`config.mk`:
```
export PLATFORM = sky130hd
export DESIGN_NAME = alu_logic_result_stage
export DESIGN_NICKNAME = d
export VERILOG_FILES = /design/src/rtl/alu_logic_result_stage.sv
export SDC_FILE = /design/constraint.sdc
export NUM_CORES = 1
export LEC_CHECK = 0
export ABC_AREA = 1
export ABC_CLOCK_PERIOD_IN_PS = 3400
export BUFFER_PORTS_ARGS = -buffer_cell sky130_fd_sc_hd__buf_2
export CAP_MARGIN = 20
export CORE_MARGIN = 2
export CORE_UTILIZATION = 52
export DETAILED_ROUTE_END_ITERATION = 10
export HOLD_SLACK_MARGIN = 0.08
export PLACE_DENSITY = 0.85
export RECOVER_POWER = 25
export SETUP_SLACK_MARGIN = 0.02
export SYNTH_ARGS = -nofsm -noshare
export SYNTH_HDL_FRONTEND = slang
export SYNTH_SLANG_ARGS = --single-unit
export TNS_END_PERCENT = 50
```
`constraint.sdc`:
```
create_clock -name CLK -period 3.4 [get_ports CLK]
set_input_delay 0.17 -clock CLK [delete_from_list [all_inputs] [get_ports CLK]]
set_output_delay 0.17 -clock CLK [all_outputs]
set_load 0.1 [all_outputs]
```
`src/rtl/alu_logic_result_stage.sv`:
```
// Result stage for the 16-bit logic units: selects a unit result, computes flags,
// and buffers it in a 2-entry skid buffer. Optional macro PARITY_FLAG_EN enables PF.
module alu_logic_result_stage #(
    parameter int unsigned WIDTH = 16,
    parameter int unsigned CNT_W = 8
) (
    input  logic             CLK,
    input  logic             RST,
    input  logic             IN_VALID,
    output logic             IN_READY,
    input  logic [1:0]       OPSEL,
    input  logic [WIDTH-1:0] NAND_IN,
    input  logic [WIDTH-1:0] AND_IN,
    input  logic [WIDTH-1:0] OR_IN,
    input  logic [WIDTH-1:0] XOR_IN,
    output logic             OUT_VALID,
    input  logic             OUT_READY,
    output logic [WIDTH-1:0] RES,
    output logic             ZF,
    output logic             NF,
    output logic             PF,
    output logic [CNT_W-1:0] RES_CNT
);

    typedef struct packed {
        logic [WIDTH-1:0] res;
        logic             zf;
        logic             nf;
        logic             pf;
    } entry_t;

    typedef enum logic [1:0] {
        S_EMPTY = 2'd0,
        S_ONE   = 2'd1,
        S_FULL  = 2'd2
    } state_t;

    state_t           state;
    entry_t           out_q;
    entry_t           skid_q;
    entry_t           cap;
    logic             in_ready_q;
    logic             out_valid_q;
    logic [CNT_W-1:0] cnt_q;
    logic             in_xfer;
    logic             out_xfer;
    logic [WIDTH-1:0] sel;

    // Unit select and flag generation for the entry being captured
    always_comb begin
        sel = '0;
        case (OPSEL)
            2'b00:   sel = NAND_IN;
            2'b01:   sel = AND_IN;
            2'b10:   sel = OR_IN;
            default: sel = XOR_IN;
        endcase
        cap.res = sel;
        cap.zf  = (sel == '0);
        cap.nf  = sel[WIDTH-1];
`ifdef PARITY_FLAG_EN
        cap.pf  = ~^sel;
`else
        cap.pf  = 1'b0;
`endif
    end

    assign in_xfer  = IN_VALID && in_ready_q;
    assign out_xfer = out_valid_q && OUT_READY;

    // Occupancy FSM; IN_READY and OUT_VALID are registered from the next state
    always_ff @(posedge CLK) begin
        if (RST) begin
            state       <= S_EMPTY;
            out_q       <= '0;
            skid_q      <= '0;
            in_ready_q  <= 1'b1;
            out_valid_q <= 1'b0;
            cnt_q       <= '0;
        end else begin
            if (out_xfer) begin
                cnt_q <= cnt_q + CNT_W'(1);
            end
            case (state)
                S_EMPTY: begin
                    if (in_xfer) begin
                        out_q       <= cap;
                        state       <= S_ONE;
                        out_valid_q <= 1'b1;
                        in_ready_q  <= 1'b1;
                    end
                end
                S_ONE: begin
                    if (in_xfer && out_xfer) begin
                        out_q <= cap;
                    end else if (out_xfer) begin
                        state       <= S_EMPTY;
                        out_valid_q <= 1'b0;
                        in_ready_q  <= 1'b1;
                    end else if (in_xfer) begin
                        skid_q     <= cap;
                        state      <= S_FULL;
                        in_ready_q <= 1'b0;
                    end
                end
                S_FULL: begin
                    if (out_xfer) begin
                        out_q      <= skid_q;
                        state      <= S_ONE;
                        in_ready_q <= 1'b1;
                    end
                end
                default: begin
                    state       <= S_EMPTY;
                    out_valid_q <= 1'b0;
                    in_ready_q  <= 1'b1;
                end
            endcase
        end
    end

    assign IN_READY  = in_ready_q;
    assign OUT_VALID = out_valid_q;
    assign RES       = out_q.res;
    assign ZF        = out_q.zf;
    assign NF        = out_q.nf;
    assign PF        = out_q.pf;
    assign RES_CNT   = cnt_q;

endmodule

```
* After elaboration in Yosys (flattened, before gate mapping) *
Index checks and enable logic that the tools add are counted.

cells by class
  $add $sub $neg = 1
  equality and inequality tests = 10
  multiplexer cells = 20
  bitwise logic cells = 3
  reductions and logical operators = 11

operators with widths
  kind                                                             number
  19-bit 2-to-1 mux                                                3
  19-bit case mux with 3 select lines                              1
  16-bit case mux with 3 select lines                              1
  16-bit logical NOT                                               1
  4-bit AND reduction                                              4
  2-bit 2-to-1 mux                                                 5
  2-bit inequality test, second input constant                     5
  8-bit by 1-bit adder with 8-bit output, second input constant    1
  1-bit 2-to-1 mux                                                 7
  1-bit case mux with 3 select lines                               2
  2-bit case mux with 3 select lines                               1
  2-bit by 1-bit == test with 1-bit output, second input constant  2
  2-bit == test, second input constant                             2
  2-bit logical NOT                                                2
  1-bit logical AND                                                3
  3-bit inequality test, second input constant                     1
  1-bit inverter                                                   3
  3-bit nonzero test                                               1

storage, ports and cells
  register bits = 49
  input port bits = 70
  logic and storage cells = 56

* Depth between registers and ports, before layout *
Gate-level depths: netlist of the first run.

  depth in word-level cells = 5
  depth in mapped cells = 10
  gate-level depth less buffers = 9

* Worst setup path before layout of the first run *
No wires, ideal clock.

  path kind = register -> register
  start = reg in_ready_q (netlist: IN_READY)
  end = reg out_q (netlist bit RES[15])
  setup time = 0.122 ns
  arrival time = 2.108 ns
  data required time = 3.278 ns
  slack = 1.170 ns
  stages on the path, launching flop included = 9
  period minus slack after synthesis = 2.230 ns
  cell sequence = dfxtp_1 -> nand2_2 -> inv_1 -> nand3_1 -> a21oi_4 -> inv_4 -> buf_6 -> a21oi_2 -> a21oi_1

on the way
  word-level cells in the longest chain between the ends = 4

RTL lines
  what                                      RTL line  RTL
  from (decl)                               42        logic in_ready_q;
  from (signal assigned)                    77        in_ready_q <= 1'b1;
  from (signal assigned)                    90        in_ready_q <= 1'b1;
  from (signal assigned)                    99        in_ready_q <= 1'b1;
  1-bit logical AND (*)                     68        assign in_xfer = IN_VALID && in_ready_q;
  1-bit logical AND                         94        if (in_xfer && out_xfer) begin
  2-bit inequality test (no source line)    -
  4-bit AND reduction (no source line) (*)  -
  to (signal assigned)                      87        out_q <= cap;
  to (signal assigned)                      95        out_q <= cap;
  to (signal assigned)                      108       out_q <= skid_q;
  to (decl)                                 39        entry_t out_q;

Every way passes the cells marked *; elsewhere a longest branch is shown, timed or not.
A chain may end at the register's enable or synchronous reset.

* Final worst setup path of the first run *
  start = reg state[1]
  end = reg out_valid_q (netlist: OUT_VALID)

on the way
  word-level cells in the longest chain between the ends = 3

RTL lines
  what                                                                      RTL line  RTL
  from (decl)                                                               38        state_t state;
  from (signal assigned)                                                    74        state <= S_EMPTY;
  from (signal assigned)                                                    88        state <= S_ONE;
  from (signal assigned)                                                    97        state <= S_EMPTY;
  2-bit by 1-bit == test with 1-bit output, or another cell as far along    84        case (state)
  2-bit inequality test (no source line) or 1-bit inverter (tied branches)  -
  4-bit AND reduction (no source line)                                      -
  to (signal assigned)                                                      78        out_valid_q <= 1'b0;
  to (signal assigned)                                                      89        out_valid_q <= 1'b1;
  to (signal assigned)                                                      98        out_valid_q <= 1'b0;
  to (decl)                                                                 43        logic out_valid_q;

Several ways; a longest one is shown, not always the timed one.

==> flow_summary_export.csv, run 1 <==
group,metric,value,unit
finish,multiInputGateArea,1331,um2
critical_path,start_kind,"flip-flop",
place,placed_cell_area,2883,um2
critical_path,slowest_stage,"clkinv_1",
timing,setup_viol,0,
timing,final-max-slew-violation-count,0,
place,dpl.cell_count,486,
critical_path,path_max_fanout,19,
yosys,ys_ff_latch,46,
timing,skew,0.007012,ns
critical_path,arrival,2.37,ns
yosys,ys_types,32,
clocking,clk_pin_slew,0.08,ns
global_routing,grt_pass1_vias,2339,
place,place.port_buffers,97,
finish,diodes,0,
power_and_ir_drop,p_leak,1.379,nW
critical_path,cp_top_family,"buffers and inverters",
place,post-place-ws,1.318,ns
clocking,cts_sinks,46,
timing,hold_viol,0,
clocking,cts_max_level,2,
clocking,worst_skew_pair.late_latency,0.29,ns
floorplan,coreArea,4661,um2
power_and_ir_drop,ir_worst_vdd,0.5793,mV
global_routing,grtUsageTotal,24.77,%
timing,grt_setup_unrepaired,"false",
timing,timing.setup.tns,0,ns
clocking,cts_made_buffers,5,
routing,dr.pass1.iters,5,
yosys,syn_inst,356,
timing,slew_headroom,21.39,%
yosys,synth_warnings,0,
yosys,synth_top_area_cell,"dfxtp_1",
timing,finalCriticalPeriod,2.143,ns
routing,drt_first_iter_violations,246,
critical_path,worstSetupPathType,"reg2reg",
yosys,yosysSeqAreaShare,37.02,%
clocking,ctsHoldBuffers,0,
floorplan,initial_core_util,53.37,%
global_routing,overflow,0,
floorplan,core.rowCount,25,
finish,fin_nets,510,
job,cap_viol_max_count,0,
routing,routed_wirelength,6439,um
critical_path,worstPathRequired,3.63,ns
routing,drcViolationCount,0,
routing,vias,2734,
critical_path,path_buf_inv,2,
critical_path,critPathCaptureType,"flip-flop",
global_routing,grt_pass1_wl,10590,um
timing,fmax,466.7,MHz
yosys,synth_area,2487,um2
critical_path,regToRegSetupSlack,1.26,ns
place,routabilityCongestion,0.8450,
timing,post-route-period-util,63.03,%
routing,route.detailed.wl_per_inst,13.03,um
global_routing,grt_max_degree,42,
hold_path,worstHoldPathType,"in2reg",
floorplan,die_w,73.16,um
status,outcome,"finished, final reports clean",
finish,layout.cells.non_filler,494,
place,detailed_place_hpwl,4599,um
floorplan,ioPinCount,99,
finish,fin_area,2970,um2
finish,drive_gt1_share,26.14,%
yosys,syn_area_per_cell,6.987,um2
clocking,post_cts_buffers,0,
yosys,synth_top_cell_area_share,37.02,%
clocking,cts_tree,"done",
critical_path,slowest_delay,0.67,ns
power_and_ir_drop,p_per_area,917.8,nW/um2
routing,antenna_left,0,
floorplan,die_area,5352,um2
clocking,post_cts_resized,0,
finish,seqCellArea,920.9,um2
yosys,syn_nets,427,
yosys,synthTopCellsByArea,"dfxtp_1 (37%), nand2_1 (9.2%), nor2_1 (8.1%), nand3_1 (8.0%), o21ai_0 (7.6%)",
clocking,cts_buffer_depth,2,
global_routing,antenna_found_initial,0,
floorplan,die_height,73.16,um
timing,setup_slack,1.257,ns
routing,via_per_inst,5.534,
finish,fillCellCount,408,
finish,syn_to_final_growth,19.42,%
timing,tightest_slew,1.184,ns
power_and_ir_drop,p_total,0.002726,W
clocking,root_buffer,"clkbuf_8",
critical_path,crit_chain,"inv_2 > nor2_4 > clkinv_1 > nand3_1 > o21ai_0 > a21oi_1",
[worst reg2reg max path: cells and delay by family (launching register included)]
kind,cells,cell delay [ns]
and+or+nand+nor,2,0.74
buffers and inverters,2,0.75
AOI/OAI and AO/OA,2,0.23
DFF,1,0.36
[cells in the final DEF, fill, tap and decap left out, types with 2 or more instances in the layout]
cell      instances
nand3_1          40
a21oi_1          31
inv_1            11
clkbuf_8          8
nor3_1            3
nand2_4           2
nand4_1          16
dfxtp_1          46
a21oi_2          10
nor2_1           54
nand2_1          61
nand2_2           2
buf_2            79
inv_2             7
o21ai_0          38
clkbuf_1         18
[logic make-up (layout without fill, tap and decap cells)]
| family | Yosys count | after routing | synth area share (%) |
|---|---|---|---|
| flip-flops | 46 | 46 | 37.02 |
| buffers and inverters | 41 | 125 | 9.457 |
| adder cells (fa/ha/maj) | 1 | 1 | 0.5029 |
| AND/OR/NAND/NOR | 183 | 183 | 33.75 |
| other | 1 | 1 | 0.1508 |
| AO/OA/AOI/OAI | 84 | 84 | 19.11 |
[metrics by stage]
stage	utilization (%)	hold slack, ns
finish	63.73	0.2095
detailed placement	61.85	0.4346
floorplan	-	0.2391
global route	63.73	0.2481
CTS	64.21	0.1177
global placement	61.85	0.4379
[routing by layer]
layer	track usage, %	up-vias	share of wire, %
met5	0	-	0
met4	8.025	0	0.75
met3	4.696	5	6.0
met2	39.34	105	47
met1	33.82	1261	46
li1	-	1363	-
[path summary, 6_finish.rpt]
| kind | to | depth (start not counted) | startpoint |
|---|---|---|---|
| setup reg to reg | OUT_VALID$_SDFFE_PP0P_ | 6 | state[1]$_SDFFE_PP0P_ |
| setup / recovery | OUT_VALID$_SDFFE_PP0P_ | 6 | state[1]$_SDFFE_PP0P_ |
| hold reg to reg | RES_CNT[6]$_SDFFE_PP0P_ | 1 | RES_CNT[6]$_SDFFE_PP0P_ |
| hold / removal | state[0]$_SDFFE_PP0P_ | 2 | RST |
[registers in the layout, summed over array words and instances, names as in the netlist]
register	flops
skid_q	17
RES_CNT	8
IN_READY	1
state	2
OUT_VALID	1
ZF	1
RES	16
[layout make-up]
class / instances / share of cell area, %
clock buffers: 8 / 3.707
inverters: 20 / 2.612
multi-input cells: 269 / 44.82
flip-flops and latches: 46 / 31.00
well taps: 54 / 2.275
repair buffers: 97 / 15.59
[report_power, final]
part           switching [W]  internal, W  total [W]
Clock               0.000180     0.000205   0.000386
Sequential         0.0000955     0.000700   0.000795
Combinational        0.00128     0.000266    0.00155
Total                0.00156      0.00117    0.00273
[synthesized netlist by cell type]
library cell,instances
o211ai_1,1
nor2_1,54
dfxtp_1,46
clkbuf_1,4
nor2_8,1
a21oi_1,31
nor2_2,1
a31oi_1,1
inv_2,7
conb_1,1
inv_4,1
buf_4,6
o21a_1,1
clkinv_1,1
ha_1,1
inv_1,11
nand2_2,2
o21ai_0,38
nand2_4,2
buf_6,7
nand3_2,1
a21oi_2,10
nor3_1,3
nand4_1,16
buf_2,3
a21oi_4,1
o21ai_1,1
buf_1,1
nor3_2,1
nand2_1,61
nor2_4,1
nand3_1,40
(Power assumes the default switching activity.)
==> run 2: changes to the inputs <==
- ABC_CLOCK_PERIOD_IN_PS: 3400 -> 2180
- CORE_UTILIZATION: 52 -> 49
- PLACE_DENSITY: 0.85 -> 0.81
- clock period: 3.4 -> 2.18 ns (I/O delays scaled with it)
==> run 2 against run 1 <==
Maximum frequency increased by 14%; sequential cell count unchanged; critical path depth increased by 1; setup slack got worse by 0.96 ns; critical path type unchanged; largest power group unchanged.
==> flow_summary_export.csv, run 2 (synthesis gave the netlist of run 1 again) <==
group,metric,value,unit
status,outcome,"finished, final reports clean",
timing,setup_slack,0.2941,ns
place,routabilityCongestion,0.8400,
routing,route.detailed.wl_per_inst,13.07,um
clocking,root_buffer,"clkbuf_8",
routing,wl_met3,441,um
critical_path,path_max_fanout,19,
routing,dr.pass1.iters,4,
finish,mostFrequentLayoutCells,"buf_2 (82), nand2_1 (62), nor2_1 (54)",
timing,finalCriticalPeriod,1.886,ns
global_routing,grt_pass1_wl,10720,um
finish,diodes,0,
timing,final-max-slew-violation-count,0,
clocking,cts_made_buffers,5,
place,place.port_buffers,97,
floorplan,coreArea,4817,um2
finish,fin_area,2982,um2
place,placed_cell_area,2917,um2
routing,drcViolationCount,0,
timing,skew,0.005506,ns
timing,grt_setup_unrepaired,"false",
finish,final_util,61.90,%
clocking,cts_tree,"done",
power_and_ir_drop,p_leak,1.388,nW
power_and_ir_drop,p_per_area,1402,nW/um2
finish,drive_gt1_share,26.47,%
routing,via_per_inst,5.283,
routing,vias,2689,
power_and_ir_drop,p_total,0.004179,W
power_and_ir_drop,ir_worst_vdd,0.8550,mV
floorplan,die_height,75.25,um
finish,seqCellArea,923.4,um2
floorplan,ioPinCount,99,
finish,fillCellCount,459,
place,detailed_place_hpwl,4971,um
hold_path,min_path_cells,5,
timing,hold_viol,0,
routing,top_layer,"met4",
floorplan,core.rowCount,25,
finish,top_register,"skid_q",
timing,timing.setup.tns,0,ns
floorplan,die_area,5663,um2
job,cap_viol_max_count,0,
clocking,cts_buffer_depth,2,
finish,fin_nets,513,
global_routing,grtUsageTotal,24.45,%
global_routing,overflow,0,
finish,multiInputGateArea,1329,um2
routing,antenna_left,0,
routing,drt_first_iter_violations,254,
critical_path,critPathCaptureType,"flip-flop",
global_routing,antenna_found_initial,0,
global_routing,grt_max_degree,38,
routing,routed_wirelength,6655,um
floorplan,die_w,75.25,um
timing,post-route-period-util,86.51,%
timing,setup_viol,0,
critical_path,rr_worst_depth,7,
finish,syn_to_final_growth,19.87,%
timing,tightest_slew,1.200,ns
routing,wl_met2,3188,um
timing,fmax,530.2,MHz
critical_path,worstSetupPathType,"reg2reg",
clocking,worst_skew_pair.late_latency,0.29,ns
clocking,cts_sinks,46,
place,post-place-ws,0.3860,ns
floorplan,initial_core_util,51.64,%
clocking,cts_max_level,2,
clocking,clk_pin_slew,0.08,ns
clocking,post_cts_buffers,0,
global_routing,grt_pass1_vias,2386,
routing,drt-met1-wl,2922,um
critical_path,arrival,2.07,ns
hold_path,worstHoldPathType,"in2reg",
critical_path,start_kind,"flip-flop",
finish,largest_reg_flops,17,
timing,slew_headroom,20.33,%
finish,layout_commonest_cell,"buf_2",
critical_path,worstPathRequired,2.36,ns
run 2: cell types whose count changed in the layout (fill, tap and decap cells not counted), sizes merged:
cell and delta:
buf +5, dlygate4sd3 +1, clkbuf -4
run 2: through the flow:
stage                     instances  hold slack (ns)
after CTS                       509           0.1905
after floorplan                 356           0.1707
after detailed placement        501           0.3588
after global placement          501           0.3628
after global routing            509           0.2540
final                           509           0.2133
run 2: worst paths after layout:
kind | start | to | slack, ns
setup / recovery | OUT_VALID$_SDFFE_PP0P_ | RES[4]$_SDFFE_PP0P_ | 0.29
setup reg to reg | OUT_VALID$_SDFFE_PP0P_ | RES[4]$_SDFFE_PP0P_ | 0.29
hold reg to reg | RES_CNT[6]$_SDFFE_PP0P_ | RES_CNT[6]$_SDFFE_PP0P_ | 0.48
hold / removal | OR_IN[6] | skid_q[9]$_SDFFE_PP0P_ | 0.21
run 2: layer usage:
metal	vias up	global-route usage [%]
li1	1371	-
met1	1199	31.14
met2	107	42.20
met3	12	5.221
met4	0	6.238
met5	-	0
run 2: cell type report:
cell class,count,area share (%)
multi-input combinational,269,44.57
clock buffer,7,2.560
timing repair buffer,100,16.49
sequential,46,30.97
inverter,20,2.602
tap,67,2.812
run 2: report_power, final:
group          switching, W  total, W  internal, W
clock network      0.000264  0.000485     0.000221
registers          0.000170   0.00127      0.00110
logic               0.00200   0.00243     0.000429
total               0.00243   0.00418      0.00175
run 2: worst max-delay path, cell delays in order (launching register included):
cell     delay (ns)
dfxtp_2        0.34
nand2_1        0.15
inv_1          0.19
nand3_1        0.17
a21oi_4        0.45
inv_4          0.20
a21oi_1        0.18
a21oi_1        0.09
run 2: repair_timing:
action | in CTS | in global routing
hold endpoints to repair | 4 | 0
resized for setup | 0 | 0
hold buffers | 1 | 0
